**src/rtl/uart_tx_fsm.sv**
```systemverilog
// rtl/uart_tx_fsm.sv - UART transmitter: start bit, LSB-first data, optional parity, stop bit
//
// Ports:
//   clk        rising-edge clock
//   tx_arst_n  asynchronous active-low reset (highest priority)
//   tx_rst     synchronous reset, same effect as tx_arst_n
//   tx_en      gates acceptance of new frames only
//   tx_start   frame request, sampled in IDLE
//   tx_data    DATA_W-bit payload, captured on the acceptance edge
//   tx         registered serial line, idles high
//   busy_flag  registered, high while START/DATA/PARITY/STOP
//   done_flag  registered, one-cycle pulse in DONE
module uart_tx_fsm #(
  parameter int BAUD_DIV   = 5208,
  parameter int DATA_W     = 8,
  parameter int PARITY_EN  = 0,
  parameter int PARITY_ODD = 0
) (
  input  logic              clk,
  input  logic              tx_arst_n,
  input  logic              tx_rst,
  input  logic              tx_en,
  input  logic              tx_start,
  input  logic [DATA_W-1:0] tx_data,
  output logic              tx,
  output logic              busy_flag,
  output logic              done_flag
);

  localparam int CW = $clog2(BAUD_DIV);
  localparam int BW = (DATA_W > 1) ? $clog2(DATA_W) : 1;
  localparam logic [CW-1:0] BAUD_LAST = CW'(BAUD_DIV - 1);
  localparam logic [BW-1:0] BIT_LAST  = BW'(DATA_W - 1);
  localparam logic          ODD       = (PARITY_ODD != 0);
  localparam logic          PAR_ON    = (PARITY_EN != 0);

  typedef enum logic [2:0] {
    S_IDLE,
    S_START,
    S_DATA,
    S_PARITY,
    S_STOP,
    S_DONE
  } state_t;

  state_t            state;
  state_t            state_nxt;
  logic [CW-1:0]     baud_cnt;
  logic [BW-1:0]     bit_cnt;
  logic [DATA_W-1:0] shift_q;
  logic [DATA_W-1:0] shift_shr;
  logic              parity_q;
  logic              accept;
  logic              bit_end;
  logic              tx_d;
  logic              busy_d;
  logic              done_d;

  assign accept    = (state == S_IDLE) && tx_en && tx_start;
  assign bit_end   = (baud_cnt == BAUD_LAST);
  assign shift_shr = shift_q >> 1;

  // State register
  always_ff @(posedge clk or negedge tx_arst_n) begin
    if (!tx_arst_n) begin
      state <= S_IDLE;
    end else if (tx_rst) begin
      state <= S_IDLE;
    end else begin
      state <= state_nxt;
    end
  end

  // Next-state logic
  always_comb begin
    state_nxt = state;
    case (state)
      S_IDLE:   if (accept) state_nxt = S_START;
      S_START:  if (bit_end) state_nxt = S_DATA;
      S_DATA: begin
        if (bit_end && (bit_cnt == BIT_LAST)) begin
          state_nxt = PAR_ON ? S_PARITY : S_STOP;
        end
      end
      S_PARITY: if (bit_end) state_nxt = S_STOP;
      S_STOP:   if (bit_end) state_nxt = S_DONE;
      S_DONE:   state_nxt = S_IDLE;
      default:  state_nxt = S_IDLE;
    endcase
  end

  // Datapath: baud counter, bit counter, shift register, parity
  always_ff @(posedge clk or negedge tx_arst_n) begin
    if (!tx_arst_n) begin
      baud_cnt <= '0;
      bit_cnt  <= '0;
      shift_q  <= '0;
      parity_q <= 1'b0;
    end else if (tx_rst) begin
      baud_cnt <= '0;
      bit_cnt  <= '0;
      shift_q  <= '0;
      parity_q <= 1'b0;
    end else begin
      case (state)
        S_IDLE: begin
          baud_cnt <= '0;
          if (accept) begin
            shift_q  <= tx_data;
            parity_q <= (^tx_data) ^ ODD;
            bit_cnt  <= '0;
          end
        end
        S_START, S_PARITY, S_STOP: begin
          baud_cnt <= bit_end ? '0 : baud_cnt + 1'b1;
        end
        S_DATA: begin
          baud_cnt <= bit_end ? '0 : baud_cnt + 1'b1;
          if (bit_end) begin
            shift_q <= shift_shr;
            bit_cnt <= bit_cnt + 1'b1;
          end
        end
        default: baud_cnt <= '0;
      endcase
    end
  end

  // Output logic: computed from the upcoming state so the registered outputs
  // line up with the state they describe, with no input-to-output path.
  always_comb begin
    tx_d   = 1'b1;
    busy_d = 1'b0;
    done_d = 1'b0;
    case (state_nxt)
      S_START: begin
        tx_d   = 1'b0;
        busy_d = 1'b1;
      end
      S_DATA: begin
        // On a bit boundary inside DATA the next bit is the one about to shift in.
        tx_d   = (state == S_DATA && bit_end) ? shift_shr[0] : shift_q[0];
        busy_d = 1'b1;
      end
      S_PARITY: begin
        tx_d   = parity_q;
        busy_d = 1'b1;
      end
      S_STOP: begin
        tx_d   = 1'b1;
        busy_d = 1'b1;
      end
      S_DONE: begin
        tx_d   = 1'b1;
        done_d = 1'b1;
      end
      default: begin
        tx_d   = 1'b1;
        busy_d = 1'b0;
        done_d = 1'b0;
      end
    endcase
  end

  // Output registers
  always_ff @(posedge clk or negedge tx_arst_n) begin
    if (!tx_arst_n) begin
      tx        <= 1'b1;
      busy_flag <= 1'b0;
      done_flag <= 1'b0;
    end else if (tx_rst) begin
      tx        <= 1'b1;
      busy_flag <= 1'b0;
      done_flag <= 1'b0;
    end else begin
      tx        <= tx_d;
      busy_flag <= busy_d;
      done_flag <= done_d;
    end
  end

endmodule
```
**config.mk**
```make
export PLATFORM = sky130hd
export DESIGN_NAME = uart_tx_fsm
export DESIGN_NICKNAME = d
export VERILOG_FILES = /design/src/rtl/uart_tx_fsm.sv
export SDC_FILE = /design/constraint.sdc
export NUM_CORES = 1
export LEC_CHECK = 0
export ABC_AREA = 0
export CAP_MARGIN = 20
export CORE_AREA = 2 2 58 60
export CTS_BUF_LIST = sky130_fd_sc_hd__clkbuf_2 sky130_fd_sc_hd__clkbuf_4 sky130_fd_sc_hd__clkbuf_8
export CTS_CLUSTER_DIAMETER = 60
export CTS_CLUSTER_SIZE = 20
export DETAILED_ROUTE_END_ITERATION = 16
export DIE_AREA = 0 0 60 62
export HOLD_SLACK_MARGIN = 0.12
export PLACE_DENSITY_LB_ADDON = 0.15
export REMOVE_ABC_BUFFERS = 1
export SETUP_SLACK_MARGIN = 0.02
export SYNTH_ARGS = -nofsm -noshare
export SYNTH_HDL_FRONTEND = slang
export SYNTH_SLANG_ARGS = --single-unit
```
**constraint.sdc**
```tcl
create_clock -name clk -period 3.7 [get_ports clk]
set_clock_uncertainty 0.05 [all_clocks]
set_input_delay 0.925 -clock clk [delete_from_list [all_inputs] [get_ports clk]]
set_output_delay 0.925 -clock clk [all_outputs]
set_load 0.01 [all_outputs]
```
==> reports/metrics.cfg, run 1 <==
[status]
status=complete, no violations

[synthesis]
avgSynthCellArea_um2=11.3
ys.warnings.count=0
ys_ff_latch=31
synth_ff_type=dfrtp_1
synth_cell_types=43
yosysSeqAreaShare_pct=42.8
synthArstFlopShare_pct=100
synth_edf_count=0
syn_inst=160
syn_area_um2=1810

[timing]
fin_tns_setup_ps=0
slew-limit-headroom_pct=45.7
setup_violations=0
post-route-period-util_pct=65.7
hold_slack_ps=439
grt_setup_unrepaired=no
fmax_mhz=411
min_period_ps=2430
hold_viol=0
slew_viol_final=0
tightest_slew_ps=811

[power_and_ir_drop]
power.density_nw_per_um2=317
leakage_uw=0.000880
max-vdd-ir-drop_v=0.000259

[worst_setup_path]
cp.required_ps=3880
cp.arrival_ps=2610
path_class=in2reg
path_max_fanout=22
cp-end-kind=flop
cp-start-kind=input pin

[die]
rows=21
die-height_um=62
start_util_pct=57.1
io_pins=16
core_area_um2=3180
die-area_um2=3720
die_w_um=60

[route]
vias=1203
drc_errors=0
ant_nets=0
first_iter_violations=84
via_per_inst=5.37
first_pass_iters=4
postRouteWirelength_um=3230
avgRoutedWirePerCell_um=14.4

[clock_tree]
clock-sinks=31
post_cts_buffers=0
cts_buffers=5
cts.repair.resized=0
clock_path_buffers=2
cts-root-buf=clkbuf_4
clk_pin_slew_ps=90
hold_buffers=0
clk_latency_ps=340
cts_tree=yes
ctsHtreeMaxLevel=2

[global_routing]
grtUsageMet3_pct=6.42
grt_pass1_vias=1189
grt_max_degree=32
antenna_found_initial=0
grt-ovfl-total=0
grt_use_met2_pct=32.6
grt.busiest_layer=met2
grt_usage_pct=19.9
use_met1_pct=24.3
grt_pass1_wl_um=5360

[final_layout]
layout_common_cells=30 x dfrtp_1, 16 x nand2_1, 15 x clkdlybuf4s50_1
drive_gt1_share_pct=21.3
layout.nets=194
diodes=0
fillers=267
finish.utilization_pct=63.9
final_common_cell=dfrtp_1
stdcell_area_um2=2030
area_growth_pct=11.9

[job]
cap_violations=0

[placement]
gp_congestion=0.725
place_hpwl_um=2310
portBuffers=15
post_dp_cell_area_um2=1970

[hold_path]
hold_path.class=reg2reg

-- power breakdown --
group / internal, µW / total, µW / switching (µW)
Sequential: 350 / 357 / 6.93
Clock: 87.9 / 204 / 116
Combinational: 39.4 / 83.2 / 43.8
-- per-stage QoR --
step           std cells  setup WS (ps)  power [µW]
2_1_floorplan        153           1510         409
3_5_place_dp         217            913         447
6_report             224           1270         645
5_1_grt              224           1190         677
3_3_place_gp         217            993         445
4_1_cts              224           1270         652
-- final cells by class --
class | count | area, µm² | share of cell area (%)
multi-input combinational | 117 | 948 | 46.7
sequential | 31 | 777 | 38.3
timing repair buffer | 18 | 173 | 8.50
tap | 46 | 57.6 | 2.83
clock buffer | 6 | 51.3 | 2.53
inverter | 5 | 18.8 | 0.924
clock inverter | 1 | 5.00 | 0.246
-- routing by layer --
| layer | vias to the layer above | wire (µm) |
|---|---|---|
| met3 | 6 | 120 |
| met2 | 21 | 1590 |
| met4 | 0 | 57 |
| met5 | - | 0 |
| li1 | 597 | - |
| met1 | 579 | 1460 |
-- cell families after synthesis --
| group | after synthesis | synth area share (%) |
|---|---|---|
| XOR/XNOR | 19 | 9.17 |
| AO/OA/AOI/OAI | 20 | 10.1 |
| AND/OR/NAND/NOR | 67 | 26.6 |
| flip-flops | 31 | 42.8 |
| buffers and inverters | 12 | 4.90 |
| multiplexers | 8 | 4.41 |
| adder cells (fa/ha/maj) | 3 | 2.07 |
-- state kept, by name, indices dropped and copies added, names as in the netlist --
| signal | flops |
|---|---|
| baud_cnt | 13 |
| shift_q | 8 |
| bit_cnt | 3 |
| state | 3 |
| busy_flag | 1 |
| done_flag | 1 |
| parity_q | 1 |
| tx | 1 |
-- synth_stat cells, types with 2 or more instances --
cell type / instances / area share [%]
dfrtp_1: 30 / 41
nand2_1: 16 / 3.3
xnor2_1: 13 / 6.3
and3_1: 8 / 2.8
mux2i_1: 8 / 4.4
nor2_1: 8 / 1.7
nor2_4: 8 / 5.0
o31ai_2: 7 / 4.8
xor2_1: 6 / 2.9
inv_1: 5 / 1.0
nand4_1: 4 / 1.4
buf_6: 3 / 1.9
ha_1: 3 / 2.1
nand3_1: 3 / 0.83
nor2b_1: 3 / 1.0
nor3b_1: 3 / 1.2
o21ai_0: 3 / 0.83
a21o_1: 2 / 0.83
and4_1: 2 / 0.97
nor2_2: 2 / 0.69
-- worst max-delay path, stage by stage --
cell and delay (ps):
clkdlybuf4s50_1 830, nor3b_4 330, buf_4 290, nor3b_1 80, a21o_1 150
-- path summary, 6_finish.rpt --
check	cells past startpoint	end	start	slack [ps]
worst max-delay path	5	bit_cnt[0]	tx_rst	1270
worst min-delay path	2	shift_q[4]	shift_q[4]	440
worst max register to register	5	baud_cnt[2]	baud_cnt[0]	1770
worst min register to register	2	shift_q[4]	shift_q[4]	440
max in group asynchronous	2	tx	tx_arst_n	2360
min in group asynchronous	2	done_flag	tx_arst_n	930
Note: power is estimated with default switching activity, not from simulation.
==> run 2: changes to the inputs <==
--- a/config.mk
+++ b/config.mk
@@ -7,12 +7,12 @@
 export LEC_CHECK = 0
 export ABC_AREA = 0
 export CAP_MARGIN = 20
-export CORE_AREA = 2 2 58 60
+export CORE_AREA = 2 2 59 61
 export CTS_BUF_LIST = sky130_fd_sc_hd__clkbuf_2 sky130_fd_sc_hd__clkbuf_4 sky130_fd_sc_hd__clkbuf_8
 export CTS_CLUSTER_DIAMETER = 60
 export CTS_CLUSTER_SIZE = 20
 export DETAILED_ROUTE_END_ITERATION = 16
-export DIE_AREA = 0 0 60 62
+export DIE_AREA = 0 0 61 63
 export HOLD_SLACK_MARGIN = 0.12
 export PLACE_DENSITY_LB_ADDON = 0.15
 export REMOVE_ABC_BUFFERS = 1
==> constraint.sdc (replaced) <==
create_clock -name clk -period 2.4 [get_ports clk]
set_clock_uncertainty 0.05 [all_clocks]
set_input_delay 0.6 -clock clk [delete_from_list [all_inputs] [get_ports clk]]
set_output_delay 0.6 -clock clk [all_outputs]
set_load 0.01 [all_outputs]
==> run 2 against run 1 <==
Net effect: sequential share of layout area shrank 0.53 points; first-iteration DRC count shrank 51%; sequential power grew 54%; clock-buffer cell count grew 1; critical endpoint is now tx; non-clock buffer count increased by 2; highest routed layer unchanged; power rose by 54%.
==> reports/metrics.cfg, run 2 (same netlist as run 1, synthesis figures left out) <==
[status]
status=complete, no violations  ; unchanged

[die]
rows=21  ; unchanged
io_pins=16  ; unchanged
die-area_um2=3840  ; was 3720 µm²
die-height_um=63  ; was 62 µm
die_w_um=61  ; was 60 µm
start_util_pct=56.1  ; was 57.1%
core_area_um2=3230  ; was 3180 µm²

[final_layout]
layout_common_cells=30 x dfrtp_1, 16 x nand2_1, 15 x clkdlybuf4s50_1  ; unchanged
fillers=274  ; was 267
largest_register_ffs=13  ; unchanged
area_growth_pct=13.5  ; was 11.9%
stdcell_area_um2=2060  ; was 2030 µm²
layout.nets=196  ; was 194
drive_gt1_share_pct=22.7  ; was 21.3%
largestRegisters=baud_cnt x13, shift_q x8  ; unchanged
diodes=0  ; unchanged
final_common_cell=dfrtp_1  ; unchanged
regMostFlops=baud_cnt  ; unchanged

[timing]
grt_setup_unrepaired=no  ; unchanged
min_period_ps=2010
hold_viol=0  ; unchanged
fmax_mhz=497
slew-limit-headroom_pct=69.7  ; was 45.7%
tightest_slew_ps=453  ; was 811 ps
fin_tns_setup_ps=0  ; unchanged
post-route-period-util_pct=83.9
setup_violations=0  ; unchanged
slew_viol_final=0  ; unchanged

[worst_setup_path]
critical_path.top_delay_family=flip-flops  ; was buffers and inverters
cp.arrival_ps=1360  ; was 2610 ps
cp.required_ps=1750  ; was 3880 ps
cp-end-kind=output port  ; was flop
path_class=reg2out  ; was in2reg
cp_cell_sequence=clkdlybuf4s50_1  ; was clkdlybuf4s50_1, nor3b_4, buf_4, nor3b_1, a21o_1
cp-start-kind=flop  ; was input pin
path_max_fanout=1  ; was 22
critPathMaxStageDelay_ps=520  ; was 830 ps
slowest_stage=dfstp_2  ; was clkdlybuf4s50_1
crit_buf_inv=1  ; was 2

[power_and_ir_drop]
p_sw_share_pct=25.2  ; was 25.9%
clockPowerShare_pct=31.3  ; was 31.7%
power.density_nw_per_um2=482  ; was 317 nW/µm²
max-vdd-ir-drop_v=0.000296  ; was 0.000259 V
combPwrFrac_pct=13.3  ; was 12.9%
seq_power_share_pct=55.4  ; about the same
p_sw_uw=251  ; was 167 µW
leakage_uw=0.000896  ; was 0.000880 µW
p_int_uw=743  ; was 478 µW

[clock_tree]
cts.repair.resized=0  ; unchanged
hold_buffers=0  ; unchanged
cts_tree=yes  ; unchanged
clk_latency_ps=320  ; was 340 ps
clk_pin_slew_ps=100  ; was 90 ps
clock_path_buffers=2  ; unchanged
ctsHtreeMaxLevel=2  ; unchanged
cts_buffers=5  ; unchanged
post_cts_buffers=0  ; unchanged
clock-sinks=31  ; unchanged
cts-root-buf=clkbuf_4  ; unchanged

[global_routing]
grt_max_degree=32  ; unchanged
grt_pass1_vias=1231  ; was 1189
grt_pass1_wl_um=5300  ; was 5360 µm
grt_usage_pct=18.2  ; was 19.9%
grt-ovfl-total=0  ; unchanged
antenna_found_initial=0  ; unchanged

[hold_path]
hold_path.class=reg2reg  ; unchanged

[route]
drc_errors=0  ; unchanged
ant_nets=0  ; unchanged
first_pass_iters=4  ; unchanged
first_iter_violations=41  ; was 84
avgRoutedWirePerCell_um=13.1  ; was 14.4 µm
postRouteWirelength_um=2980  ; was 3230 µm
vias=1205  ; was 1203
via_per_inst=5.31  ; was 5.37

[job]
cap_violations=0  ; unchanged

[placement]
gp_congestion=0.806  ; was 0.725
post_dp_cell_area_um2=2000  ; was 1970 µm²
portBuffers=15  ; unchanged
place_hpwl_um=2250  ; was 2310 µm

==> run 2: cell types whose count changed in the layout (fill, tap and decap cells not counted) <==
cell	before	now
clkbuf_4	5	7
buf_12	0	1
buf_4	3	4
clkbuf_8	1	0
==> run 2: metal layers <==
metal	wire, µm	share of wire [%]	global-route usage (%)	vias to the layer above
li1	-	-	-	605
met1	1330	45	23.1	576
met2	1510	51	29.6	17
met3	84	2.8	4.14	7
met4	47	1.6	6.52	0
met5	0	0	0	-
==> run 2: area by class of cell <==
class                           count  area (µm²)  area share [%]
Clock buffer                        7        52.6            2.55
Clock inverter                      1        5.00           0.243
Inverter                            5        18.8           0.911
Multi-Input combinational cell    117         948            46.1
Sequential cell                    31         777            37.7
Tap cell                           46        57.6            2.79
Timing Repair Buffer               20         200            9.72
==> run 2: final timing paths <==
path | start | endpoint | slack, ps | cells after the start
max | tx | tx | 390 | 1
min | baud_cnt[0] | baud_cnt[0] | 440 | 1
max reg2reg | baud_cnt[0] | baud_cnt[2] | 490 | 5
min reg2reg | baud_cnt[0] | baud_cnt[0] | 440 | 1
max in group asynchronous | tx_arst_n | tx | 1390 | 2
min in group asynchronous | tx_arst_n | baud_cnt[11] | 610 | 2
==> run 2: worst register-to-register path: cells and delay by family, from the launching register on <==
kind | cells | cell delay [ps]
DFF | 1 | 430
and+or+nand+nor | 4 | 1090
adders and majority gates | 1 | 270
==> run 2: metrics by stage <==
step	instances	setup slack, ps	total power, µW	util (%)	hold WS (ps)
after floorplan	153	402	630	-	254
after global placement	219	284	692	61.9	413
after detailed placement	219	253	696	61.9	429
after CTS	227	374	1010	63.7	449
after global routing	227	327	1050	63.7	470
final	227	386	993	63.7	444
==> run 2: power groups by stage <==
stage / sequential (µW) / clock (µW) / combinational, µW
2_1_floorplan: 560 / 0 / 70.9
3_3_place_gp: 560 / 0 / 133
3_5_place_dp: 561 / 0 / 135
4_1_cts: 550 / 319 / 136
5_1_grt: 553 / 347 / 148
6_report: 550 / 310 / 132
==> run 3: changes to the inputs <==
==> constraint.sdc (replaced) <==
create_clock -name clk -period 2 [get_ports clk]
set_clock_uncertainty 0.05 [all_clocks]
set_input_delay 0.5 -clock clk [delete_from_list [all_inputs] [get_ports clk]]
set_output_delay 0.5 -clock clk [all_outputs]
set_load 0.01 [all_outputs]
==> run 3 against run 2 <==
Net effect: core utilization rose by 0.74 points; wire length grew 5.3%; critical path type unchanged; critical endpoint unchanged; clock-buffer cell count is the same; register-to-register slack got worse by 350 ps; largest cell class unchanged; flip-flop and latch count stayed put; die area unchanged; sequential share of layout area is 0.43 points lower.
==> reports/metrics.cfg, run 3 (same netlist as run 1, synthesis figures left out) <==
[worst_setup_path]
path_max_fanout=1  ; unchanged
critPathMaxStageDelay_ps=530  ; was 520 ps
cp-end-kind=output port  ; unchanged
path_class=reg2out  ; unchanged
worstReg2RegEnd=busy_flag  ; was baud_cnt[2]
cp.arrival_ps=1370  ; was 1360 ps
cp_cell_sequence=clkdlybuf4s50_1  ; unchanged
cp.required_ps=1450  ; was 1750 ps
regToRegSetupSlack_ps=140  ; was 490 ps
crit_buf_inv=1  ; unchanged
reg2reg_depth=5  ; unchanged
critical_path.top_delay_family=flip-flops  ; unchanged
cp-start-kind=flop  ; unchanged
startpoint=tx  ; unchanged
reg2reg_from=baud_cnt[3]  ; was baud_cnt[0]
slowest_stage=dfstp_2  ; unchanged

[clock_tree]
ctsHtreeMaxLevel=2  ; unchanged
hold_buffers=0  ; unchanged
clk_pin_slew_ps=90  ; was 100 ps
cts_buffers=5  ; unchanged
clock-sinks=31  ; unchanged
clk_latency_ps=330  ; was 320 ps
clock_path_buffers=2  ; unchanged
post_cts_buffers=0  ; unchanged
cts-root-buf=clkbuf_4  ; unchanged
cts_tree=yes  ; unchanged

[die]
start_util_pct=56.1  ; unchanged
die-height_um=63  ; unchanged
io_pins=16  ; unchanged
rows=21  ; unchanged
die-area_um2=3840  ; unchanged
core_area_um2=3230  ; unchanged
die_w_um=61  ; unchanged

[route]
avgRoutedWirePerCell_um=13.7  ; was 13.1 µm
drc_errors=0  ; unchanged
vias=1223  ; was 1205
first_iter_violations=52  ; was 41
via_per_inst=5.34  ; was 5.31
first_pass_iters=4  ; unchanged
postRouteWirelength_um=3130  ; was 2980 µm
ant_nets=0  ; unchanged

[placement]
portBuffers=15  ; unchanged
gp_congestion=0.912  ; was 0.806
place_hpwl_um=2340  ; was 2250 µm

[status]
status=complete, no violations  ; unchanged

[hold_path]
hold_end=baud_cnt[0]  ; unchanged
worstHoldStart=baud_cnt[0]  ; unchanged
hold_path.class=reg2reg  ; unchanged
holdPathStages=1  ; unchanged

[final_layout]
layout.nets=198  ; was 196
layout_common_cells=30 x dfrtp_1, 16 x nand2_1, 15 x clkdlybuf4s50_1  ; unchanged
fillers=270  ; was 274
largest_register_ffs=13  ; unchanged
regArea_um2=777  ; unchanged
area_growth_pct=14.8  ; was 13.5%
regMostFlops=baud_cnt  ; unchanged
finish.utilization_pct=64.5  ; was 63.7%
multi_input_area_um2=951  ; was 948 µm²
final_common_cell=dfrtp_1  ; unchanged
largestRegisters=baud_cnt x13, shift_q x8  ; unchanged
drive_gt1_share_pct=24.0  ; was 22.7%
diodes=0  ; unchanged

[timing]
hold_viol=0  ; unchanged
slew_viol_final=0  ; unchanged
tightest_slew_ps=402  ; was 453 ps
min_period_ps=1920
grt_setup_unrepaired=no  ; unchanged
post-route-period-util_pct=96.0
fin_tns_setup_ps=0  ; unchanged
setup_violations=0  ; unchanged
fmax_mhz=521
slew-limit-headroom_pct=73.2  ; was 69.7%

[global_routing]
grt_pass1_vias=1227  ; was 1231
grt-ovfl-total=0  ; unchanged
grt_pass1_wl_um=5520  ; was 5300 µm
grt_usage_pct=19.3  ; was 18.2%
grt_max_degree=32  ; unchanged
antenna_found_initial=0  ; unchanged

[power_and_ir_drop]
p_sw_uw=301  ; was 251 µW
p_int_uw=912  ; was 743 µW
max-vdd-ir-drop_v=0.000400  ; was 0.000296 V
p_sw_share_pct=24.8  ; was 25.2%
clockPowerShare_pct=32.2  ; was 31.3%
leakage_uw=0.000905  ; was 0.000896 µW
combPwrFrac_pct=13.3  ; about the same
seq_power_share_pct=54.5  ; was 55.4%
power.density_nw_per_um2=582  ; was 482 nW/µm²

[job]
cap_violations=0  ; unchanged

-- run 3: cell types whose count changed in the layout (fill, tap and decap cells not counted) --
cell      delta
buf_4        +2
clkbuf_4     -1
ha_1         -1
ha_2         +1
clkbuf_8     +1
-- run 3: timing repair --
item	CTS	global route
gates resized for setup	0	1
endpoints found under the setup margin	0	11
hold endpoints to repair	0	0
-- run 3: worst max path at each step --
| stage | end | cells after the start | slack (ps) |
|---|---|---|---|
| after floorplan | bit_cnt[0] | 6 | 2 |
| after global placement | bit_cnt[0] | 6 | 70 |
| after detailed placement | bit_cnt[0] | 6 | 40 |
| after CTS | tx | 1 | 60 |
| after global routing | tx | 1 | 20 |
| final | tx | 1 | 80 |
-- run 3: area by class of cell --
class,count,area share [%]
clock inverter,1,0.240
inverter,5,0.901
sequential,31,37.3
timing repair buffer,22,10.3
multi-input combinational,117,45.6
tap,46,2.76
clock buffer,7,2.82
-- run 3: power groups by stage --
stage | sequential, µW | clock, µW | combinational (µW)
3_5_place_dp | 673 | 0 | 164
2_1_floorplan | 671 | 0 | 85.1
3_3_place_gp | 672 | 0 | 160
6_report | 661 | 390 | 162
5_1_grt | 664 | 447 | 178
4_1_cts | 661 | 410 | 164
-- run 3: layer usage --
layer  track usage, %  vias to the layer above  wire length [µm]
met4             7.07                        0                39
li1                 -                      607                 -
met1             24.7                      591              1410
met5                0                        -                 0
met2             30.5                       20              1580
met3             5.59                        5               103
-- run 3: per-stage QoR --
| stage | worst slack (ps) | power (µW) | instances | cell area, µm² | hold slack [ps] |
|---|---|---|---|---|---|
| after floorplan | 2.32 | 757 | 153 | 1740 | 154 |
| after global placement | 68.1 | 832 | 221 | 2020 | 415 |
| after detailed placement | 42.9 | 837 | 221 | 2020 | 422 |
| after CTS | 56.8 | 1240 | 229 | 2080 | 439 |
| after global routing | 24.8 | 1290 | 229 | 2080 | 476 |
| final | 79.8 | 1210 | 229 | 2080 | 439 |
